**src/rtl/level_gen_pkg.sv**
```systemverilog
// Shared types and default hold lengths for the level generator slice.
package level_gen_pkg;

    typedef enum logic [1:0] {
        IDLE_LOW  = 2'd0,
        HOLD_HIGH = 2'd1,
        IDLE_HIGH = 2'd2,
        HOLD_LOW  = 2'd3
    } level_state_t;

    localparam int DEFAULT_MIN_HIGH = 4;
    localparam int DEFAULT_MIN_LOW  = 4;

endpackage

```
**src/rtl/level_gen_hold_cnt.sv**
```systemverilog
// Down-counter that times a minimum-hold interval; zero flag marks expiry.
module level_gen_hold_cnt #(
    parameter int CNT_W = 8
) (
    input  logic             clk,
    input  logic             rst_n,
    input  logic             i_load,
    input  logic [CNT_W-1:0] i_load_val,
    input  logic             i_dec,
    output logic             o_zero
);

    localparam logic [CNT_W-1:0] CNT_ONE = CNT_W'(1);

    logic [CNT_W-1:0] r_count;

    // Load has priority so a back-to-back hold restarts cleanly from expiry.
    always_ff @(posedge clk or negedge rst_n) begin
        if (!rst_n) begin
            r_count <= '0;
        end else if (i_load) begin
            r_count <= i_load_val;
        end else if (i_dec && (r_count != '0)) begin
            r_count <= r_count - CNT_ONE;
        end
    end

    assign o_zero = (r_count == '0);

endmodule

```
**src/rtl/level_generator.sv**
```systemverilog
// Pulse-driven level output that enforces minimum high and low widths,
// remembering one late opposite request while a hold interval runs.
module level_generator
    import level_gen_pkg::*;
#(
    parameter int MIN_HIGH = DEFAULT_MIN_HIGH,
    parameter int MIN_LOW  = DEFAULT_MIN_LOW,
    parameter int CNT_W    = 8
) (
    input  logic clk,
    input  logic rst_n,
    input  logic pulse_in_p,
    input  logic pulse_in_n,
    output logic sig_out,
    output logic busy,
    output logic conflict
);

    localparam logic [CNT_W-1:0] LOAD_HIGH = CNT_W'(MIN_HIGH - 1);
    localparam logic [CNT_W-1:0] LOAD_LOW  = CNT_W'(MIN_LOW - 1);

    level_state_t     r_state;
    logic             r_pending;
    logic             r_sig;
    logic             r_busy;
    logic             r_conflict;

    logic             w_req_p;
    logic             w_req_n;
    logic             w_load_high;
    logic             w_load_low;
    logic             w_load;
    logic [CNT_W-1:0] w_load_val;
    logic             w_dec;
    logic             w_cnt_zero;

    // Simultaneous requests cancel out; only a lone pulse counts as a request.
    always_comb begin
        w_req_p     = pulse_in_p & ~pulse_in_n;
        w_req_n     = pulse_in_n & ~pulse_in_p;
        w_load_high = 1'b0;
        w_load_low  = 1'b0;
        case (r_state)
            IDLE_LOW:  w_load_high = w_req_p;
            HOLD_HIGH: w_load_low  = w_cnt_zero & (r_pending | w_req_n);
            IDLE_HIGH: w_load_low  = w_req_n;
            HOLD_LOW:  w_load_high = w_cnt_zero & (r_pending | w_req_p);
            default:   ;
        endcase
        w_load     = w_load_high | w_load_low;
        w_load_val = w_load_high ? LOAD_HIGH : LOAD_LOW;
        w_dec      = ((r_state == HOLD_HIGH) || (r_state == HOLD_LOW)) && !w_cnt_zero;
    end

    level_gen_hold_cnt #(
        .CNT_W (CNT_W)
    ) u_hold_cnt (
        .clk        (clk),
        .rst_n      (rst_n),
        .i_load     (w_load),
        .i_load_val (w_load_val),
        .i_dec      (w_dec),
        .o_zero     (w_cnt_zero)
    );

    always_ff @(posedge clk or negedge rst_n) begin
        if (!rst_n) begin
            r_state    <= IDLE_LOW;
            r_pending  <= 1'b0;
            r_sig      <= 1'b0;
            r_busy     <= 1'b0;
            r_conflict <= 1'b0;
        end else begin
            r_conflict <= pulse_in_p & pulse_in_n;
            case (r_state)
                IDLE_LOW: begin
                    r_pending <= 1'b0;
                    if (w_load_high) begin
                        r_state <= HOLD_HIGH;
                        r_sig   <= 1'b1;
                        r_busy  <= 1'b1;
                    end
                end
                HOLD_HIGH: begin
                    if (w_cnt_zero) begin
                        r_pending <= 1'b0;
                        if (w_load_low) begin
                            r_state <= HOLD_LOW;
                            r_sig   <= 1'b0;
                        end else begin
                            r_state <= IDLE_HIGH;
                            r_busy  <= 1'b0;
                        end
                    end else if (w_req_n) begin
                        r_pending <= 1'b1;
                    end else if (w_req_p) begin
                        r_pending <= 1'b0;
                    end
                end
                IDLE_HIGH: begin
                    r_pending <= 1'b0;
                    if (w_load_low) begin
                        r_state <= HOLD_LOW;
                        r_sig   <= 1'b0;
                        r_busy  <= 1'b1;
                    end
                end
                HOLD_LOW: begin
                    if (w_cnt_zero) begin
                        r_pending <= 1'b0;
                        if (w_load_high) begin
                            r_state <= HOLD_HIGH;
                            r_sig   <= 1'b1;
                        end else begin
                            r_state <= IDLE_LOW;
                            r_busy  <= 1'b0;
                        end
                    end else if (w_req_p) begin
                        r_pending <= 1'b1;
                    end else if (w_req_n) begin
                        r_pending <= 1'b0;
                    end
                end
                default: begin
                    r_state   <= IDLE_LOW;
                    r_pending <= 1'b0;
                    r_sig     <= 1'b0;
                    r_busy    <= 1'b0;
                end
            endcase
        end
    end

    assign sig_out  = r_sig;
    assign busy     = r_busy;
    assign conflict = r_conflict;

endmodule

```
**config.mk**
```make
export PLATFORM = sky130hd
export DESIGN_NAME = level_generator
export DESIGN_NICKNAME = d
export VERILOG_FILES = /design/src/rtl/level_gen_pkg.sv /design/src/rtl/level_gen_hold_cnt.sv /design/src/rtl/level_generator.sv
export SDC_FILE = /design/constraint.sdc
export NUM_CORES = 1
export LEC_CHECK = 0
export ABC_AREA = 1
export CAP_MARGIN = 40
export CORE_MARGIN = 5
export CORE_UTILIZATION = 54
export DETAILED_ROUTE_END_ITERATION = 7
export DONT_BUFFER_PORTS = 1
export GPL_TIMING_DRIVEN = 1
export MAX_ROUTING_LAYER = met4
export PLACE_DENSITY_LB_ADDON = 0.1
export REMOVE_ABC_BUFFERS = 1
export SLEW_MARGIN = 20
export SYNTH_ARGS = -nofsm -noshare
export SYNTH_HDL_FRONTEND = slang
export SYNTH_SLANG_ARGS = --single-unit
```
**constraint.sdc**
```tcl
create_clock -name clk -period 1.95 [get_ports clk]
set_input_delay 0.195 -clock clk [delete_from_list [all_inputs] [get_ports clk]]
set_output_delay 0.195 -clock clk [all_outputs]
set_load 0.05 [all_outputs]
```
==> metrics.md, run 1 <==
| Metric | Value |
|---|---|
| Clock skew | around 3.3 ps |
| Post-Syn Instances | approximately 130 |
| Slowest cell on crit path | dfrtp_1 |
| Wire per inst | 11.3 um |
| Final #Nets | 149 |
| Seq/Total Area, Yosys | 35.2% |
| Max-cap violations | 0 |
| Syn-to-layout area delta | 7.80% |
| Worst vdd ir | approximately 1.1 mV |
| Starting Density | between 50% and 60% |
| Power density over the cells | ~1700 nW/um^2 |
| LEAKAGE | ~0.56 nW |
| Routed wl met2 | between 800 and 900 um |
| CP max stage delay | 440 ps |
| Gate power share | ~56% |
| Status | finished clean |
| Worst-path clk slew | around 90 ps |
| DP Area | around 1000 sq um |
| First-pass GRT wire length | between 3000 and 4000 um |
| CTS tree | yes |
| GRT Overall Usage | between 10% and 20% |
| Number of synthesized register bits | 14 |
| P_sw | approximately 930 uW |
| Initial DRC count | 13 |
| Pint | 880 uW |
| I/O pins | 7 |
| DR top layer | met4 |
| Die width | about 53 um |
| Gp weighted congestion | 0.858 |
| Row cnt | 15 |
| Remaining antenna violation count | 0 |
| Sequential share of power | about a third |
| Die area | around 2800 sq um |
| Design area | 1070 sq um |
| Syn avg cell area | ~7.8 sq um |
| Clk network pwr share | a little under an eighth |
| Setup crit end kind | flop |
| Routed WL | between 1500 and 2000 um |
| Setup CP Type | reg -> reg |
| Footprint of the multi-input gates | roughly 560 sq um |
| Port bufs | 0 |
| Share of cells above drive strength 1 | around a fifth |
| Setup crit start kind | flop |
| Die extent in y | 52.9 um |
| Clock tree buffer depth | 2 |
| Clock root cell | clkbuf_4 |
| F_max | between 0.5 and 0.6 GHz |
| Gr ovfl total | 0 |
| Setup violators final | 0 |
| Actual slew at the worst max-slew pin | approximately 640 ps |
| H-Tree Level Count | 1 |
| YS warnings | 0 |
| Initial DRT Pass Iterations | 4 |
| Crit-path max FO | 5 |
| DRC | 0 |
| HPWL Detailed | 1370 um |
| Vias in the first global route | between 700 and 800 |
| Worst EP arrival | 1860 ps |
| Sinks on Clock Net | 14 |
| Initial antenna violation count | 0 |
| Worst rel slew slack | roughly 57% |
| Core area | around 1700 sq um |
| Setup TNS | 0 ps |
| Fill count | roughly 160 |
| Via count | around 780 |
| Slew Limit Fails | 0 |
| CP required | 2130 ps |
| Fin crit period | 1690 ps |
| Switching share of power | between 50% and 60% |
| RSZ-0062 raised after global routing | no |
| Final Cycle Share | about 86% |
| DRT met1 WL | approximately 860 um |
| Largest net degree at the start of global routing | 15 |
| Netlist cell types | 22 |
| HP Class | in -> reg |
| ANT cells | 0 |
| Cell Chain, Critical Path | inv_1 -> ha_1 -> inv_1 -> nor2_1 -> nand3_2 -> nand2_2 -> nand2_2 -> nand2_1 -> inv_2 -> o21ai_1 -> a21oi_1 |
| Synth Cell Area | 995 sq um |
| TritonCTS Buffers | 3 |
| FF/Latch Area | 350 sq um |
| Met3 routed WL | ~100 um |
| Hold Vio Cnt, Final | 0 |
| Later-pin clock latency in the skew report | 280 ps |
| Via density | roughly 5 |
cell usage in the layout (no fill, tap or decap), drive strengths merged, types with 2 or more instances in the layout:
cell type / n
nand2: 36
clkbuf: 4
a21oi: 5
nor2: 15
ha: 11
o21ai: 6
dfrtp: 14
inv: 22
nand3: 12
nand4: 2
sequential cells by signal, indices dropped and copies added, names as in the netlist:
| register | count |
|---|---|
| sig_out | 1 |
| r_pending | 1 |
| busy | 1 |
| u_hold_cnt.r_count | 8 |
| conflict | 1 |
| r_state | 2 |
final cells by class:
| class | count | share of cell area (%) |
|---|---|---|
| inverter | 22 | 8.17 |
| tap | 25 | 2.92 |
| timing repair buffer | 1 | 0.933 |
| clock buffer | 4 | 3.38 |
| multi-input combinational | 92 | 51.9 |
| sequential | 14 | 32.7 |
cells by family after synthesis:
logic type      Yosys count  synth area share [%]
simple gates             66                  33.6
buf+inv                  22                  8.81
compound gates           14                  7.67
flops                    14                  35.2
fa+ha+maj                11                  13.8
xor+xnor                  1                 0.881
repair_timing:
action                     4_1_cts  5_1_grt
gates resized for setup          0        0
buffers inserted                 0        0
hold endpoints to repair        14        0
setup endpoints to repair        0        0
hold buffers                     1        0
power groups by stage:
| stage | sequential (mW) | combinational (mW) | clock (mW) |
|---|---|---|---|
| 2_1_floorplan | 0.565 | 0.835 | 0 |
| 3_3_place_gp | 0.585 | 0.987 | 0 |
| 3_5_place_dp | 0.587 | 0.996 | 0 |
| 4_1_cts | 0.583 | 1.01 | 0.224 |
| 5_1_grt | 0.602 | 1.16 | 0.233 |
| 6_report | 0.583 | 1.01 | 0.218 |
cell usage after synthesis, drive strengths merged:
library cell	count	share of area (%)
o21a	1	0.75
a21oi	5	2.5
nand4	2	1.3
nand3	12	7.5
a31oi	1	0.63
nor2	15	7.7
dfrtp	14	35
nand2	36	17
inv	22	8.8
ha	11	14
o21bai	1	0.75
nor3	1	0.50
o21ai	6	3.0
xor2	1	0.88
worst max-delay path: cells and delay by family (launching register included):
family / cells / cell delay (ps)
compound gates: 2 / 120
fa+ha+maj: 1 / 220
buf+inv: 3 / 280
flops: 1 / 440
simple gates: 5 / 530
final timing paths:
kind	startpoint	end	slack, ps	cells past startpoint
max	r_state[1]$_DFFE_PN0P_	u_hold_cnt.r_count[5]$_DFFE_PN0P_	260	11
min	pulse_in_n	conflict$_DFF_PN0_	50	1
max reg2reg	r_state[1]$_DFFE_PN0P_	u_hold_cnt.r_count[5]$_DFFE_PN0P_	260	11
min reg2reg	u_hold_cnt.r_count[0]$_DFFE_PN0P_	u_hold_cnt.r_count[0]$_DFFE_PN0P_	520	2
max in group asynchronous	rst_n	u_hold_cnt.r_count[1]$_DFFE_PN0P_	1170	1
min in group asynchronous	rst_n	r_pending$_DFFE_PN0P_	370	1
routing by layer:
metal  GRT usage [%]  vias up
met5               -        -
met1            20.5      357
met4            6.38        0
met2            24.2       14
li1                -      409
met3            4.23        4
through the flow:
step	power, mW	instances	utilization, %	hold slack [ps]	setup WS, ps
6_report	1.81	158	61.4	51.2	264
5_1_grt	2.00	158	61.4	57.1	167
4_1_cts	1.82	158	61.4	42.3	283
3_5_place_dp	1.58	153	58.8	-100	314
3_3_place_gp	1.57	153	58.8	-100	348
2_1_floorplan	1.40	128	-	-101	491
(Power assumes the default switching activity.)
==> inputs of run 2 (changes only) <==
- CORE_UTILIZATION: 54 -> 41
- CTS_CLUSTER_DIAMETER: default -> 30
==> run 2 against run 1 <==
Non-clock buffer count unchanged. Routed wire length up 2.3%. Via count up 0.26%. First-iteration DRC count up 110%. Power about the same. Sequential share of layout area down 0.11 points. Critical path depth unchanged. Core utilization down 14 points. Count of clock-buffer cells in the layout unchanged.
==> metrics.md, run 2 (synthesized netlist as in run 1, its figures left out) <==
| Metric | Value |
|---|---|
| Status | finished clean |
| Initial DRC count | 27 |
| Final #Nets | 149 |
| Fill count | approximately 230 |
| Worst r2r src | r_state[1]$_DFFE_PN0P_ |
| Setup crit end kind | flop |
| Register with the most flip-flops | u_hold_cnt.r_count |
| Crit path from | r_state[1]$_DFFE_PN0P_ |
| Crit-path max FO | 5 |
| HPWL Detailed | between 1000 and 1500 um |
| Routed WL | roughly 1800 um |
| Largest register FFs | 8 |
| Starting Density | between 40 and 50% |
| TritonCTS Buffers | 3 |
| LEAKAGE | 0.562 nW |
| Die width | just under 60 um |
| Final Cycle Share | 87.2% |
| Max-cap violations | 0 |
| CP required | around 2100 ps |
| Clock root cell | clkbuf_4 |
| Path depth of the worst reg2reg path | 11 |
| Met3 usage | between 3 and 4% |
| Power density over the cells | 1680 nW/um^2 |
| ANT cells | 0 |
| DRC | 0 |
| Initial DRT Pass Iterations | 4 |
| Total Power | 1.81 mW |
| Setup TNS | 0 ps |
| Gp weighted congestion | ~0.79 |
| Via count | a little under 800 |
| Clock skew | 3.00 ps |
| Clock tree buffer depth | 2 |
| F_max | 0.588 GHz |
| Later-pin clock latency in the skew report | 280 ps |
| Worst Hold Depth | 1 |
| RSZ-0062 raised after global routing | no |
| Gr ovfl total | 0 |
| Actual slew at the worst max-slew pin | roughly 680 ps |
| Sinks on Clock Net | 14 |
| Footprint of the multi-input gates | between 500 and 600 sq um |
| Worst vdd ir | between 0.7 and 0.8 mV |
| Met1 Use GR | roughly 15% |
| Remaining antenna violation count | 0 |
| Worst-path clk slew | ~90 ps |
| FF/Latch Area | about 350 sq um |
| Wire per inst | 11.4 um |
| Share of cells above drive strength 1 | 20.3% |
| GRT Overall Usage | about an eighth |
| Via density | a little under 5 |
| CTS tree | yes |
| Hold wc startpoint | pulse_in_n |
| Buffer count from post-CTS setup fixing | 0 |
| M2 GR Usage | 21.2% |
| Most frequent cells in the layout | nand2_1 (26), inv_1 (16), dfrtp_1 (14) |
| First-pass GRT wire length | 3320 um |
| Row cnt | 17 |
| Busiest layer in global routing | met2 |
| Setup CP Type | reg -> reg |
| Initial antenna violation count | 0 |
| Hold Vio Cnt, Final | 0 |
| Setup violators final | 0 |
| Vias in the first global route | 771 |
| I/O pins | 7 |
| Fin crit period | roughly 1700 ps |
| Slew Limit Fails | 0 |
| Worst rel slew slack | between 50% and 60% |
| Largest net degree at the start of global routing | 15 |
| Setup crit start kind | flop |
| H-Tree Level Count | 1 |
| Syn-to-layout area delta | 8.18% |
| Worst EP arrival | approximately 1900 ps |
| Die area | 3510 sq um |
| Core area | 2250 sq um |
| Die extent in y | a little under 60 um |
| HP Class | in -> reg |
| Port bufs | 0 |
| Largest registers | u_hold_cnt.r_count: 8 flops, r_state: 2 flops |
| Commonest non-fill, non-tap cell in the layout | nand2_1 |
| FF-to-FF setup slack | 250 ps |
| Final core occ | a little under half |
## run 2: worst paths after layout
kind                                                endpoint
max in group asynchronous  u_hold_cnt.r_count[6]$_DFFE_PN0P_
setup reg to reg           u_hold_cnt.r_count[5]$_DFFE_PN0P_
hold reg to reg            u_hold_cnt.r_count[0]$_DFFE_PN0P_
hold / removal                            conflict$_DFF_PN0_
min in group asynchronous             r_state[1]$_DFFE_PN0P_
setup / recovery           u_hold_cnt.r_count[5]$_DFFE_PN0P_
## run 2: routing by layer
layer | up-vias | wire length (um)
li1 | 409 | -
met1 | 368 | 871
met2 | 7 | 884
met3 | 2 | 65
met4 | 0 | 13
met5 | - | 0
## run 2: worst max-delay path, stage by stage, from the launching register on
cell,delay [ps]
dfrtp_1,430
inv_1,140
ha_1,220
inv_1,50
nor2_1,130
nand3_2,90
nand2_2,100
nand2_2,70
nand2_1,160
inv_2,80
o21ai_1,80
a21oi_1,50
## run 2: cell type report
type	count	area share [%]
sequential	14	32.6
inverter	22	8.14
tap	28	3.26
timing repair buffer	1	0.930
multi-input combinational	92	51.7
clock buffer	4	3.37
## run 2: power breakdown
part           leakage, nW  internal, mW  total, mW  switching [mW]
clock               0.0210         0.114      0.214           0.101
combinational        0.364         0.351       1.01           0.660
sequential           0.177         0.415      0.580           0.165
## run 2: through the flow
| step | hold slack, ps | instance area, sq um | std cells | worst slack (ps) |
|---|---|---|---|---|
| 2_1_floorplan | -101 | 995 | 128 | 491 |
| 3_3_place_gp | -100 | 1030 | 156 | 313 |
| 3_5_place_dp | -100 | 1030 | 156 | 274 |
| 4_1_cts | 40.2 | 1080 | 161 | 235 |
| 5_1_grt | 52.2 | 1080 | 161 | 53.1 |
| 6_report | 54.2 | 1080 | 161 | 250 |
## run 2: what timing repair did
| action | in CTS | in global routing |
|---|---|---|
| resized for setup | 0 | 0 |
| hold endpoints to repair | 14 | 0 |
| hold buffers | 1 | 0 |
==> inputs of run 3 (changes only) <==
- ABC_AREA: 1 -> default
==> run 3 against run 2 <==
Power decreased by 72%. Final cell count is 1.2% lower. Critical path type unchanged. Core utilization increased by 6.3 points. Clock skew grew 1.7 ps. Area after synthesis up 0.63%. Die area is 0.52% higher.
==> metrics.md, run 3 <==
| Metric | Value |
|---|---|
| Fin crit period | 1930 ps |
| Starting Density | just over 40% |
| Row cnt | 18 |
| YS warnings | 0 |
| Worst vdd ir | 0.198 mV |
| CP max stage delay | 400 ps |
| Final cell count without fillers | around 160 |
| Netlist cell types | 42 |
| Total Power | between 500 and 600 uW |
| Most frequent cell after synthesis | dfrtp_1 |
| Share of cells above drive strength 1 | about a third |
| Status | finished clean |
| Register with the most flip-flops | u_hold_cnt.r_count |
| Top_reg_cell synth | dfrtp_1 |
| Syn-to-layout area delta | 30.0% |
| Setup crit end kind | flop |
| Remaining antenna violation count | 0 |
| Commonest non-fill, non-tap cell in the layout | buf_4 |
| Worst EP arrival | between 2000 and 2500 ps |
| Later-pin clock latency in the skew report | 280 ps |
| Final #Nets | approximately 150 |
| Gp weighted congestion | 0.776 |
| Top-area cell type share of the netlist area | 35.0% |
| HPWL Detailed | ~1800 um |
| Die extent in y | ~60 um |
| LEAKAGE | ~0.56 nW |
| Post-Syn Instances | ~100 |
| Setup TNS | 0 ps |
| Clock root cell | clkbuf_4 |
| Footprint of the multi-input gates | around 650 sq um |
| CTS tree | yes |
| FF/Latch Area | roughly 350 sq um |
| Clock skew | 4.66 ps |
| Initial DRC count | 16 |
| Initial DRT Pass Iterations | 4 |
| Actual slew at the worst max-slew pin | around 660 ps |
| Pre-CTS WS | -81.2 ps |
| Cell Chain, Critical Path | inv_2 -> ha_4 -> buf_6 -> nand3b_1 -> a311oi_4 -> o21ai_2 -> mux2_4 |
| I/O pins | 7 |
| Largest registers | u_hold_cnt.r_count: 8 flops, r_state: 2 flops |
| Crit path from | r_state[0]$_DFFE_PN0P_ |
| Family with the most delay on the worst path | compound AO/OA/AOI/OAI gates |
| Seq/Total Area, Yosys | between 30% and 40% |
| Routed WL | 2290 um |
| CP required | between 2000 and 2500 ps |
| Setup CP Type | reg -> reg |
| HP Class | in -> reg |
| Worst rel slew slack | between 50% and 60% |
| Critical path buffers and inverters | 2 |
| Placed insts | ~150 |
| Max-cap violations | 0 |
| F_max | a little over 0.5 GHz |
| Wire per inst | ~14 um |
| Power density over the cells | between 300 and 400 nW/um^2 |
| First-pass GRT wire length | roughly 3900 um |
| Number of synthesized register bits | 14 |
| Crit-path max FO | 8 |
| Worst-path clk slew | ~80 ps |
| GRT Overall Usage | 15.3% |
| Core area | 2410 sq um |
| Port bufs | 0 |
| Clock tree buffer depth | 2 |
| Via count | between 800 and 900 |
| Number of synthesized flops with an enable pin | 0 |
| Final WS setup | approximately 16 ps |
| Sinks on Clock Net | 14 |
| Largest net degree at the start of global routing | 15 |
| Slowest cell on crit path | dfrtp_1 |
| ANT cells | 0 |
| Die width | about 60 um |
| Commonest cells in the netlist | dfrtp_1 (14), ha_1 (11), nor2_1 (10), inv_1 (7), a21oi_1 (5) |
| Vias in the first global route | between 800 and 900 |
| Setup violators final | 0 |
| Slew Limit Fails | 0 |
| Fill count | 228 |
| Worst r2r src | r_state[0]$_DFFE_PN0P_ |
| Via density | approximately 5.5 |
| Async set or reset register ratio after synthesis | between 90% and 100% |
| Hold Slack | a little under 60 ps |
| H-Tree Level Count | 1 |
| RSZ-0062 raised after global routing | yes |
| Synth Cell Area | 1000 sq um |
| Gr ovfl total | 0 |
| TritonCTS Buffers | 3 |
| Initial antenna violation count | 0 |
| DRC | 0 |
| Most frequent cells in the layout | buf_4 (24), dfrtp_1 (14), nor2_1 (10) |
| Syn avg cell area | 9.72 sq um |
| Area contributors post-synth | dfrtp_1 (35%), ha_1 (14%), nor2_1 (3.8%) |
| Hold wc startpoint | pulse_in_n |
| Hold Vio Cnt, Final | 0 |
| Die area | between 3000 and 4000 sq um |
| Largest register FFs | 8 |
| Setup crit start kind | flop |
| Post-synth top area cell | dfrtp_1 |
| Final Cycle Share | ~99% |
## run 3: report_power, final
group | switching (mW) | leakage, nW | internal (mW) | total (mW)
logic | 0.0206 | 0.386 | 0.0127 | 0.0333
clock network | 0.0933 | 0.0138 | 0.0717 | 0.165
registers | 0.00833 | 0.159 | 0.293 | 0.302
total | 0.122 | 0.559 | 0.378 | 0.500
## run 3: final timing paths
check	slack, ps	cells after the start	endpoint
worst max-delay path	20	7	r_state[0]$_DFFE_PN0P_
worst min-delay path	60	1	conflict$_DFF_PN0_
worst max register to register	20	7	r_state[0]$_DFFE_PN0P_
worst min register to register	620	2	u_hold_cnt.r_count[1]$_DFFE_PN0P_
max in group asynchronous	1150	1	conflict$_DFF_PN0_
min in group asynchronous	380	1	u_hold_cnt.r_count[2]$_DFFE_PN0P_
## run 3: cell families after synthesis
| group | after synthesis | share of synthesized area, % |
|---|---|---|
| simple gates | 33 | 18.5 |
| compound gates | 26 | 19.7 |
| flops | 14 | 35.0 |
| buf+inv | 11 | 5.37 |
| fa+ha+maj | 11 | 13.7 |
| xor+xnor | 4 | 3.50 |
| mux | 4 | 4.13 |
## run 3: final cells by class
cell class	instances	area share, %
clock buffer	3	1.73
inverter	7	2.02
multi-input combinational	78	50.1
sequential	14	26.9
tap	30	2.88
timing repair buffer	27	16.3
## run 3: stage by stage
| step | util (%) | area [sq um] |
|---|---|---|
| floorplan | - | 973 |
| global placement | 49.4 | 1190 |
| detailed placement | 49.4 | 1190 |
| CTS | 51.1 | 1230 |
| global route | 54.0 | 1300 |
| finish | 54.0 | 1300 |
## run 3: layer usage
layer	share of wire, %	routed length, um	global-route usage [%]	up-vias
met4	1.4	32	5.83	0
met5	0	0	-	-
met2	54	1240	25.9	9
met3	2.7	62	3.05	5
li1	-	-	-	426
met1	42	956	17.6	427
## run 3: repair_timing
| action | in CTS | in global routing |
|---|---|---|
| pin swaps | 1 | 2 |
| gates resized for setup | 2 | 13 |
| hold endpoints to repair | 14 | 0 |
| endpoints found under the setup margin | 10 | 10 |
| hold buffers | 1 | 0 |
| setup buffers | 0 | 2 |
